<file path="src/rtl/soft_rst_seq.sv">
// +-----------------------------------------------------------------------------+
// | soft_rst_seq : PCIe warm-reset handshake followed by staggered domain release|
// | Optional ack timeout enabled by macro SOFT_RST_SEQ_TIMEOUT_EN               |
// | Rev 1.0                                                                     |
// +-----------------------------------------------------------------------------+
`default_nettype none

module soft_rst_seq #(
  parameter int NUM_DOMAINS     = 4,
  parameter int MIN_ASSERT_CYC  = 16,
  parameter int STAGGER_CYC     = 4,
  parameter int ACK_TIMEOUT_CYC = 1024
) (
  input  logic                   clk,
  input  logic                   reset,
  input  logic                   sw_rst_req,
  input  logic                   hw_rst_req,
  input  logic                   pcie_warm_rst_ack_n,
  input  logic                   err_clr,
  output logic                   pcie_warm_rst_n,
  output logic [NUM_DOMAINS-1:0] dom_rst_n,
  output logic                   busy,
  output logic                   done,
  output logic                   timeout_err
);

  localparam logic [1:0] C_IDLE     = 2'd0;
  localparam logic [1:0] C_WAIT_ACK = 2'd1;
  localparam logic [1:0] C_HOLD     = 2'd2;
  localparam logic [1:0] C_RELEASE  = 2'd3;

  localparam int C_HOLD_W = $clog2(MIN_ASSERT_CYC + 1);
  localparam int C_STG_W  = $clog2(STAGGER_CYC + 1);

  logic [1:0]             state_q, state_d;
  logic [C_HOLD_W-1:0]    hold_cnt_q, hold_cnt_d;
  logic [C_STG_W-1:0]     stag_cnt_q, stag_cnt_d;
  logic                   pcie_rst_n_q, pcie_rst_n_d;
  logic [NUM_DOMAINS-1:0] dom_rst_n_q, dom_rst_n_d;
  logic                   busy_q, busy_d;
  logic                   done_q, done_d;

  logic                   req;
  logic                   ack_ev;
  logic                   ack_to;
  logic                   hold_last;
  logic                   stag_step;
  logic [NUM_DOMAINS-1:0] dom_shift;
  logic                   last_dom;

  // Domains release from index 0 upward by shifting ones in from the bottom
  always_comb begin
    req       = sw_rst_req | hw_rst_req;
    ack_ev    = ~pcie_warm_rst_ack_n | ack_to;
    hold_last = (hold_cnt_q == C_HOLD_W'(1));
    stag_step = (stag_cnt_q == C_STG_W'(1));
    dom_shift = (dom_rst_n_q << 1) | NUM_DOMAINS'(1);
    last_dom  = dom_shift[NUM_DOMAINS-1] & ~dom_rst_n_q[NUM_DOMAINS-1];
  end

`ifdef SOFT_RST_SEQ_TIMEOUT_EN
  localparam int C_TO_W = $clog2(ACK_TIMEOUT_CYC + 1);

  logic [C_TO_W-1:0] to_cnt_q, to_cnt_d;
  logic              to_err_q, to_err_d;

  // Expiry on the last permitted WAIT_ACK cycle is treated exactly like an ack
  assign ack_to   = (state_q == C_WAIT_ACK) &&
                    (to_cnt_q == C_TO_W'(ACK_TIMEOUT_CYC - 1));
  assign to_cnt_d = ((state_q == C_WAIT_ACK) && pcie_warm_rst_ack_n && !ack_to) ?
                    to_cnt_q + C_TO_W'(1) : '0;
  assign to_err_d = (ack_to & pcie_warm_rst_ack_n) | (to_err_q & ~err_clr);

  always_ff @(posedge clk or posedge reset) begin
    if (reset) begin
      to_cnt_q <= '0;
      to_err_q <= 1'b0;
    end else begin
      to_cnt_q <= to_cnt_d;
      to_err_q <= to_err_d;
    end
  end

  assign timeout_err = to_err_q;
`else
  logic unused_cfg;

  assign ack_to      = 1'b0;
  assign timeout_err = 1'b0;
  assign unused_cfg  = err_clr ^ (ACK_TIMEOUT_CYC > 1);
`endif

  always_ff @(posedge clk or posedge reset) begin
    if (reset) begin
      state_q <= C_WAIT_ACK;
    end else begin
      state_q <= state_d;
    end
  end

  always_comb begin
    state_d = state_q;
    case (state_q)
      C_IDLE: begin
        if (req) state_d = C_WAIT_ACK;
      end
      C_WAIT_ACK: begin
        if (ack_ev) state_d = C_HOLD;
      end
      C_HOLD: begin
        if (hold_last && !hw_rst_req) state_d = C_RELEASE;
      end
      C_RELEASE: begin
        if (hw_rst_req) begin
          state_d = C_WAIT_ACK;
        end else if (done_q) begin
          state_d = C_IDLE;
        end
      end
      default: state_d = C_WAIT_ACK;
    endcase
  end

  always_comb begin
    pcie_rst_n_d = pcie_rst_n_q;
    dom_rst_n_d  = dom_rst_n_q;
    hold_cnt_d   = hold_cnt_q;
    stag_cnt_d   = stag_cnt_q;
    done_d       = 1'b0;
    busy_d       = (state_d != C_IDLE);
    case (state_q)
      C_IDLE: begin
        if (req) begin
          pcie_rst_n_d = 1'b0;
          dom_rst_n_d  = '0;
        end
      end
      C_WAIT_ACK: begin
        if (ack_ev) begin
          pcie_rst_n_d = 1'b1;
          hold_cnt_d   = C_HOLD_W'(MIN_ASSERT_CYC);
        end
      end
      C_HOLD: begin
        if (hw_rst_req) begin
          hold_cnt_d = C_HOLD_W'(MIN_ASSERT_CYC);
        end else if (hold_last) begin
          hold_cnt_d  = '0;
          dom_rst_n_d = NUM_DOMAINS'(1);
          stag_cnt_d  = C_STG_W'(STAGGER_CYC);
          done_d      = (NUM_DOMAINS == 1);
        end else begin
          hold_cnt_d = hold_cnt_q - C_HOLD_W'(1);
        end
      end
      C_RELEASE: begin
        if (hw_rst_req) begin
          pcie_rst_n_d = 1'b0;
          dom_rst_n_d  = '0;
          stag_cnt_d   = '0;
        end else if (!done_q) begin
          if (stag_step) begin
            dom_rst_n_d = dom_shift;
            stag_cnt_d  = C_STG_W'(STAGGER_CYC);
            done_d      = last_dom;
          end else begin
            stag_cnt_d = stag_cnt_q - C_STG_W'(1);
          end
        end
      end
      default: begin
        pcie_rst_n_d = 1'b0;
        dom_rst_n_d  = '0;
      end
    endcase
  end

  always_ff @(posedge clk or posedge reset) begin
    if (reset) begin
      pcie_rst_n_q <= 1'b0;
      dom_rst_n_q  <= '0;
      hold_cnt_q   <= '0;
      stag_cnt_q   <= '0;
      busy_q       <= 1'b1;
      done_q       <= 1'b0;
    end else begin
      pcie_rst_n_q <= pcie_rst_n_d;
      dom_rst_n_q  <= dom_rst_n_d;
      hold_cnt_q   <= hold_cnt_d;
      stag_cnt_q   <= stag_cnt_d;
      busy_q       <= busy_d;
      done_q       <= done_d;
    end
  end

  assign pcie_warm_rst_n = pcie_rst_n_q;
  assign dom_rst_n       = dom_rst_n_q;
  assign busy            = busy_q;
  assign done            = done_q;

endmodule

`default_nettype wire
</file>
<file path="config.mk">
export PLATFORM = sky130hd
export DESIGN_NAME = soft_rst_seq
export DESIGN_NICKNAME = d
export VERILOG_FILES = /design/src/rtl/soft_rst_seq.sv
export SDC_FILE = /design/constraint.sdc
export NUM_CORES = 1
export LEC_CHECK = 0
export ABC_AREA = 1
export BUFFER_PORTS_ARGS = -buffer_cell sky130_fd_sc_hd__clkbuf_2
export CORE_ASPECT_RATIO = 0.9
export CORE_MARGIN = 2
export CORE_UTILIZATION = 35
export CTS_CLUSTER_DIAMETER = 100
export DETAILED_ROUTE_END_ITERATION = 6
export PLACE_DENSITY = 0.63
export SYNTH_ARGS = -nofsm -noshare
export SYNTH_HDL_FRONTEND = slang
export SYNTH_SLANG_ARGS = --single-unit
</file>
<file path="constraint.sdc">
create_clock -name clk -period 1.6 [get_ports clk]
set_clock_uncertainty 0.15 [all_clocks]
set_input_delay 0.32 -clock clk [delete_from_list [all_inputs] [get_ports clk]]
set_output_delay 0.32 -clock clk [all_outputs]
set_load 0.05 [all_outputs]
</file>
; Word level (Yosys, flattened, before mapping)
; Index checks and enable logic that the tools add are counted.
[op_classes]
add_sub_neg = 2
eq_ne = 12
mux = 31
n_bitwise = 3
n_reduce_logical = 12
[ops]
columns = cell, n
row1 = $mux 4, 6
row2 = $mux 3, 5
row3 = $mux 5, 3
row4 = $pmux 4 s3, 1
row5 = $mux 2, 5
row6 = $ne 2x2->1 const B, 5
row7 = $pmux 5 s2, 1
row8 = $pmux 2 s4, 1
row9 = $reduce_and 4->1, 2
row10 = $mux 1, 7
row11 = $ne 3x3->1 const B, 2
row12 = $pmux 3 s2, 1
row13 = $reduce_and 6->1, 1
row14 = $reduce_bool 2->1, 3
row15 = $reduce_bool 3->1, 2
row16 = $eq 5x1->1 const B, 1
row17 = $sub 5x1->5 const B, 1
row18 = $eq 2x2->1 const B, 2
row19 = $eq 3x1->1 const B, 1
row20 = $pmux 1 s3, 1
row21 = $sub 3x1->3 const B, 1
row22 = $eq 2x1->1 const B, 1
row23 = $logic_not 2->1, 1
row24 = $reduce_and 2->1, 1
row25 = other kinds (5), 5
[totals]
reg_bits = 17
inputBits = 6
output_inout_bits = 8

; Logic depth before layout (Yosys ltp)
; Gate-level depths: netlist (run 1).
[depth]
depth_word = 6
mapped_depth = 10
mapped_depth_nobuf = 10

; Worst setup path before layout (run 1)
; No wires, ideal clock.
[synth_timing]
kind = register to register
start = reg done_q (netlist: done)
end = reg stag_cnt_q[2]
setup_ns = 0.116
arrival_time_ns = 1.240
path_slack_ns = 0.093
path_stages_with_launch = 8
n_path_buf = 0
path_cell_list = dfrtp_1 -> inv_1 -> nor2_1 -> nor2_1 -> nor2_4 -> clkinv_1 -> nand2_1 -> nand2_1
[synth_via]
elab_chain_cells = 2
[synth_lines]
columns = element, line
row1 = "start, declared", 41  ; logic done_q, done_d;
row2 = "start signal, assigned", 192  ; done_q <= done_d;
row3 = $ne 3x3->1 (no line), n/a
row4 = $reduce_and 4->1 (no line), n/a
row5 = "end signal, assigned", 190  ; stag_cnt_q <= stag_cnt_d;
row6 = "end, declared", 37  ; logic [C_STG_W-1:0] stag_cnt_q, stag_cnt_d;
; No other way between the ends.
; A chain may end at the register's enable or synchronous reset.

; Final worst setup path (run 1)
[layout_timing]
start = reg hold_cnt_q[0]
end = reg dom_rst_n_q[2] (netlist: dom_rst_n[2])
[layout_via]
elab_chain_cells = 3
[layout_lines]
columns = element, line
row1 = "start, declared", 36  ; logic [C_HOLD_W-1:0] hold_cnt_q, hold_cnt_d;
row2 = "start signal, assigned", 189  ; hold_cnt_q <= hold_cnt_d;
row3 = $eq 5x1->1, 55  ; hold_last = (hold_cnt_q == C_HOLD_W'(1));
row4 = $ne 2x2->1 (no line), n/a
row5 = $reduce_and 6->1 (no line), n/a
row6 = "end signal, assigned", 188  ; dom_rst_n_q <= dom_rst_n_d;
row7 = "end, declared", 39  ; logic [NUM_DOMAINS-1:0] dom_rst_n_q, dom_rst_n_d;
; No other way between the ends.

==> results of run 1 <==
## sequential cells by signal, indices dropped and copies added, names as in the netlist
signal,cells
busy,1
dom_rst_n,4
done,1
hold_cnt_q,5
pcie_warm_rst_n,1
stag_cnt_q,3
state_q,2
## cells by family (layout without fill, tap and decap cells)
logic type	after synthesis	after routing	synth area share (%)
adders and majority gates	4	4	5.15
DFF	17	17	44.0
xor gates and xnor gates	2	2	1.80
AOI/OAI and AO/OA	10	10	5.53
buffers and inverters	19	42	7.72
other	1	1	0.386
and+or+nand+nor	79	79	35.4
## stage by stage
stage | setup slack (ns) | total power [W] | std cells | TNS (ns)
final | 0.0657 | 0.00220 | 185 | 0
after floorplan | 0.0932 | 0.00153 | 132 | 0
after global placement | 0.0735 | 0.00175 | 175 | 0
after CTS | 0.0184 | 0.00203 | 180 | 0
after detailed placement | 0.0554 | 0.00179 | 175 | 0
after global routing | -0.0202 | 0.00241 | 185 | -0.0401
## layout make-up
cell class,instances,area (sq um),area share [%]
clock buffers,4,26.3,2.19
inverters,18,67.6,5.63
well taps,30,37.5,3.13
multi-input cells,96,513,42.8
repair buffers,20,128,10.6
flip-flops and latches,17,428,35.7
## report_power, final
group	internal, W	switching, W	total, W
Clock	0.0000969	0.000134	0.000231
Sequential	0.000595	0.000141	0.000736
Combinational	0.000450	0.000779	0.00123
## worst max-delay path by stage
stage               endpoint  slack (ns)  depth (start not counted)
2_1_floorplan  stag_cnt_q[2]        0.09                          7
3_3_place_gp    dom_rst_n[0]        0.07                          9
3_5_place_dp    dom_rst_n[2]        0.06                          9
4_1_cts         dom_rst_n[2]        0.02                          9
5_1_grt         dom_rst_n[2]       -0.02                          9
6_report        dom_rst_n[2]        0.07                          8
## metal layers
metal	up-vias	wire [microns]	global-route usage, %
met5	-	0	0
met4	0	27	5.56
met3	2	74	5.05
met2	14	1030	24.9
met1	431	984	19.1
li1	459	-	-
## critical path: cells and delay by family (launching register included)
| family | cells | cell delay (ns) |
|---|---|---|
| AO/OA/AOI/OAI | 1 | 0.07 |
| adder cells (fa/ha/maj) | 1 | 0.16 |
| buffers and inverters | 2 | 0.19 |
| flip-flops | 1 | 0.45 |
| AND/OR/NAND/NOR | 4 | 0.45 |
## synthesized netlist by cell type (all sizes together)
master and number:
a21oi 4, buf 1, clkinv 2, conb 1, dfrtp 15, dfstp 2
ha 4, inv 16, nand2 46, nand3 9, nand4 3, nor2 18
nor3 1, nor4 1, o21ai 4, o22ai 1, o31ai 1, or2 1
xor2 2
## what timing repair did
action                     in CTS  in global routing
setup buffers                   0                  5
setup endpoints to repair       0                 11
hold endpoints to repair       15                  0
gates resized for setup         0                 17
hold buffers                    1                  0
==> impl_metrics.env, run 1 <==
export IMPL_antenna_found_initial=0
export IMPL_dr_pass1_iters=4
export IMPL_yosysTopAreaCell="dfrtp_1"
export IMPL_synth_area_leaders="dfrtp_1 (39%), nand2_1 (17%), dfstp_2 (5.4%)"
export IMPL_core_sq_um=2700
export IMPL_worstSkewPairLatency_ns=0.29
export IMPL_cp_start_kind="flop"
export IMPL_drv_slew=0
export IMPL_io_pins=14
export IMPL_drv_cap=0
export IMPL_cts_tree="yes"
export IMPL_hold_slack_ns=0.136
export IMPL_drt_initial_drc_count=26
export IMPL_numCtsBuffers=3
export IMPL_yosysWarnings=0
export IMPL_critPathMaxStageDelay_ns=0.45
export IMPL_cp_end_kind="flop"
export IMPL_timing_rr_start="hold_cnt_q[0]"
export IMPL_post_route_period_util_pct=95.9
export IMPL_reg2reg_to="dom_rst_n[2]"
export IMPL_synth_cell_types=24
export IMPL_crit_chain="ha_4, inv_2, nor2_4, a21oi_2, nor2_2, buf_4, nand3_1, nand2_1"
export IMPL_final_common_cell="nand2_1"
export IMPL_critPathArrivalTime_ns=1.61
export IMPL_ant_nets=0
export IMPL_rsz0062_at_grt="yes"
export IMPL_syn_nets=142
export IMPL_synthCells=132
export IMPL_num_rows=18
export IMPL_syn_avg_cell_area_sq_um=7.37
export IMPL_cts_sinks=17
export IMPL_synth_top_area_share_pct=38.6
export IMPL_min_delay_start="pcie_warm_rst_ack_n"
export IMPL_ys_seq_area_share_pct=44.0
export IMPL_finalSetupViolCount=0
export IMPL_final_cell_mix="nand2_1 (40), dfrtp_1 (15), nor2_1 (11)"
export IMPL_grt_usage_pct=15.3
export IMPL_grt_pass1_wl_microns=3570
export IMPL_grt_start_max_net_pins=18
export IMPL_hold_end="state_q[0]"
export IMPL_reg2reg_setup_slack_ns=0.07
export IMPL_initial_core_util_pct=36.0
export IMPL_status="finished clean"
export IMPL_hold_class="in2reg"
export IMPL_nets=166
export IMPL_crit_type="reg2reg"
export IMPL_crit_required_ns=1.68
export IMPL_period_needed_ns=1.53
export IMPL_die_area_sq_um=3220
export IMPL_antenna_cells=0
export IMPL_post_route_drc_count=0
export IMPL_critPathSlowestCell="dfrtp_1"
export IMPL_wl_per_cell_microns=11.4
export IMPL_avgViaCountPerCell=4.90
export IMPL_power_per_cell_area_nw_per_um2=1830
export IMPL_die_h_microns=54
export IMPL_cts_root_buffer="clkbuf_4"
export IMPL_final_area_sq_um=1200
export IMPL_grt_pass1_vias=806
export IMPL_ys_ff_latch=17
export IMPL_min_delay_path_depth=3
export IMPL_startpoint="hold_cnt_q[0]"
export IMPL_grt_overflow_total=0
export IMPL_hold_viol=0
export IMPL_fmax_mhz=652
export IMPL_worst_r2r_cell_count=8
export IMPL_num_vias=906
export IMPL_layout_drive_gt1_share_pct=31.0
export IMPL_htree_num_levels=1
export IMPL_io_buffers=11
export IMPL_area_growth_pct=23.4
export IMPL_gp_congestion=0.751
export IMPL_dp_hpwl_microns=1550
export IMPL_fillers=270
export IMPL_totalWireLength_microns=2110
export IMPL_place_area_sq_um=1080
export IMPL_clk_path_buf_depth=2
export IMPL_syn_area_sq_um=972
export IMPL_die_w_microns=59.6
export IMPL_cp_max_fo=3
export IMPL_path_clk_slew_ns=0.10
export IMPL_ir_worst_vdd_uv=874
export IMPL_fin_util_pct=44.4
export IMPL_p_leak_nw=0.616
Note: power is estimated with default switching activity, not from simulation.
==> run 2: changes to the inputs <==
--- a/config.mk
+++ b/config.mk
@@ -9,10 +9,10 @@
 export BUFFER_PORTS_ARGS = -buffer_cell sky130_fd_sc_hd__clkbuf_2
 export CORE_ASPECT_RATIO = 0.9
 export CORE_MARGIN = 2
-export CORE_UTILIZATION = 35
+export CORE_UTILIZATION = 55
 export CTS_CLUSTER_DIAMETER = 100
 export DETAILED_ROUTE_END_ITERATION = 6
-export PLACE_DENSITY = 0.63
+export PLACE_DENSITY = 0.87
 export SYNTH_ARGS = -nofsm -noshare
 export SYNTH_HDL_FRONTEND = slang
 export SYNTH_SLANG_ARGS = --single-unit
==> run 2 against run 1 <==
Clock power about the same. Die area shrank 34%. Clock-buffer cell count decreased by 1. Sequential share of layout area grew 1.0 points. First-iteration DRC count decreased by 3.8%. Combinational power shrank 5%. Power shrank 2.2%. Wire length is 0.57% lower. Non-clock buffer count decreased by 2. Final cell count is 4.3% lower. Register-to-register slack lost 0.02 ns. Sequential cell count unchanged.
==> impl_metrics.env, run 2 (synthesis results as in run 1) <==
export IMPL_drv_cap=0
export IMPL_io_pins=14
export IMPL_cts_tree="yes"
export IMPL_post_route_period_util_pct=96.9
export IMPL_top_register="hold_cnt_q"
export IMPL_p_int_w=0.00109
export IMPL_clockPowerShare_pct=10.9
export IMPL_ant_nets=0
export IMPL_totalWireLength_microns=2100
export IMPL_cp_max_fo=6
export IMPL_io_buffers=11
export IMPL_drv_slew=0
export IMPL_crit_required_ns=1.64
export IMPL_area_growth_pct=19.9
export IMPL_nets=164
export IMPL_setup_slack_ns=0.0492
export IMPL_finalSetupViolCount=0
export IMPL_dpl_worst_slack_ns=-0.00246
export IMPL_power_switching_w=0.00105
export IMPL_grt_pass1_wl_microns=3540
export IMPL_p_seq_share_pct=34.6
export IMPL_finalNonFillerCells=177
export IMPL_p_leak_nw=0.609
export IMPL_layout_drive_gt1_share_pct=29.4
export IMPL_wl_per_cell_microns=11.9
export IMPL_min_delay_path_depth=3
export IMPL_power_per_cell_area_nw_per_um2=1840
export IMPL_largest_register_ffs=5
export IMPL_path_clk_slew_ns=0.11
export IMPL_cts_root_buffer="clkbuf_4"
export IMPL_numCtsBuffers=3
export IMPL_antenna_found_initial=0
export IMPL_die_area_sq_um=2120
export IMPL_core_sq_um=1660
export IMPL_wl_met3_microns=89
export IMPL_cts_sinks=17
export IMPL_power_frac_comb_pct=54.6
export IMPL_period_needed_ns=1.55
export IMPL_dr_pass1_iters=4
export IMPL_hold_slack_ns=0.180
export IMPL_hold_class="in2reg"
export IMPL_status="finished clean"
export IMPL_worstSkewPairLatency_ns=0.29
export IMPL_htree_num_levels=1
export IMPL_critPathArrivalTime_ns=1.59
export IMPL_final_common_cell="nand2_1"
export IMPL_placed_cells=168
export IMPL_gp_congestion=0.842
export IMPL_grt_start_max_net_pins=18
export IMPL_initial_core_util_pct=58.4
export IMPL_num_vias=914
export IMPL_top_layer="met4"
export IMPL_avgViaCountPerCell=5.16
export IMPL_grt_usage_pct=21.6
export IMPL_dp_hpwl_microns=1580
export IMPL_post_route_drc_count=0
export IMPL_num_rows=14
export IMPL_grt_overflow_total=0
export IMPL_grt_pass1_vias=848
export IMPL_crit_type="reg2reg"
export IMPL_drt_initial_drc_count=25
export IMPL_antenna_cells=0
export IMPL_die_w_microns=48.3
export IMPL_worst_r2r_cell_count=8
export IMPL_reg2reg_setup_slack_ns=0.05
export IMPL_cp_end_kind="flop"
export IMPL_cp_start_kind="flop"
export IMPL_clk_path_buf_depth=2
export IMPL_fmax_mhz=645
export IMPL_hold_viol=0
export IMPL_met2_length_microns=998
export IMPL_p_sw_share_pct=49.0
export IMPL_wl_met1_microns=960
export IMPL_final_cell_mix="nand2_1 (41), dfrtp_1 (15), nor2_1 (11), clkbuf_2 (11)"
export IMPL_ir_worst_vdd_uv=1440
export IMPL_die_h_microns=43.9
[run 2: cell types whose count changed in the layout (fill, tap and decap cells not counted), sizes merged]
cell,delta
buf,-2
clkbuf,-1
clkinv,+1
[run 2: cell type report]
| class | count | area [sq um] |
|---|---|---|
| multi-input combinational | 96 | 503 |
| fill | 139 | 498 |
| sequential | 17 | 428 |
| timing repair buffer | 18 | 110 |
| inverter | 18 | 67.6 |
| tap | 24 | 30.0 |
| clock buffer | 3 | 22.5 |
| clock inverter | 1 | 5.00 |
[run 2: metal layers]
| metal | track usage, % | vias to the layer above |
|---|---|---|
| li1 | - | 457 |
| met3 | 2.07 | 8 |
| met4 | 10.3 | 0 |
| met5 | 0 | - |
| met1 | 27.8 | 424 |
| met2 | 37.5 | 25 |
[run 2: per-stage QoR]
step	TNS [ns]	total power [W]	instance area, sq um	util [%]
finish	0	0.00215	1170	70.1
detailed placement	-0.00246	0.00178	1060	64.0
global route	-0.0156	0.00232	1170	70.1
CTS	0	0.00203	1110	66.5
global placement	0	0.00171	1060	64.0
floorplan	0	0.00153	972	-
[run 2: worst paths after layout]
path	startpoint	end
min in group asynchronous	reset	hold_cnt_q[2]
min reg2reg	dom_rst_n[3]	done
max reg2reg	state_q[1]	dom_rst_n[1]
min	pcie_warm_rst_ack_n	state_q[0]
max in group asynchronous	reset	state_q[0]
max	state_q[1]	dom_rst_n[1]
[run 2: critical path: stages, from the launching register on]
cell,delay (ns)
dfrtp_1,0.47
nand2_2,0.18
inv_2,0.07
nand2_1,0.08
nand2_1,0.06
nor2_2,0.18
nand2_2,0.10
nand2_1,0.09
nand2_1,0.06
[run 2: power by group through the flow]
| stage | registers [W] | logic [W] | clock network [W] |
|---|---|---|---|
| after floorplan | 0.000828 | 0.000701 | 0 |
| after global placement | 0.000714 | 0.00100 | 0 |
| after detailed placement | 0.000730 | 0.00105 | 0 |
| after CTS | 0.000724 | 0.00107 | 0.000238 |
| after global routing | 0.000759 | 0.00131 | 0.000251 |
| final | 0.000742 | 0.00117 | 0.000234 |
[run 2: timing repair]
item | 4_1_cts | 5_1_grt
pin swaps | 1 | 8
gates resized for setup | 3 | 9
setup endpoints to repair | 1 | 7
hold buffers | 1 | 0
endpoints found under the hold margin | 15 | 0
setup buffers | 0 | 4
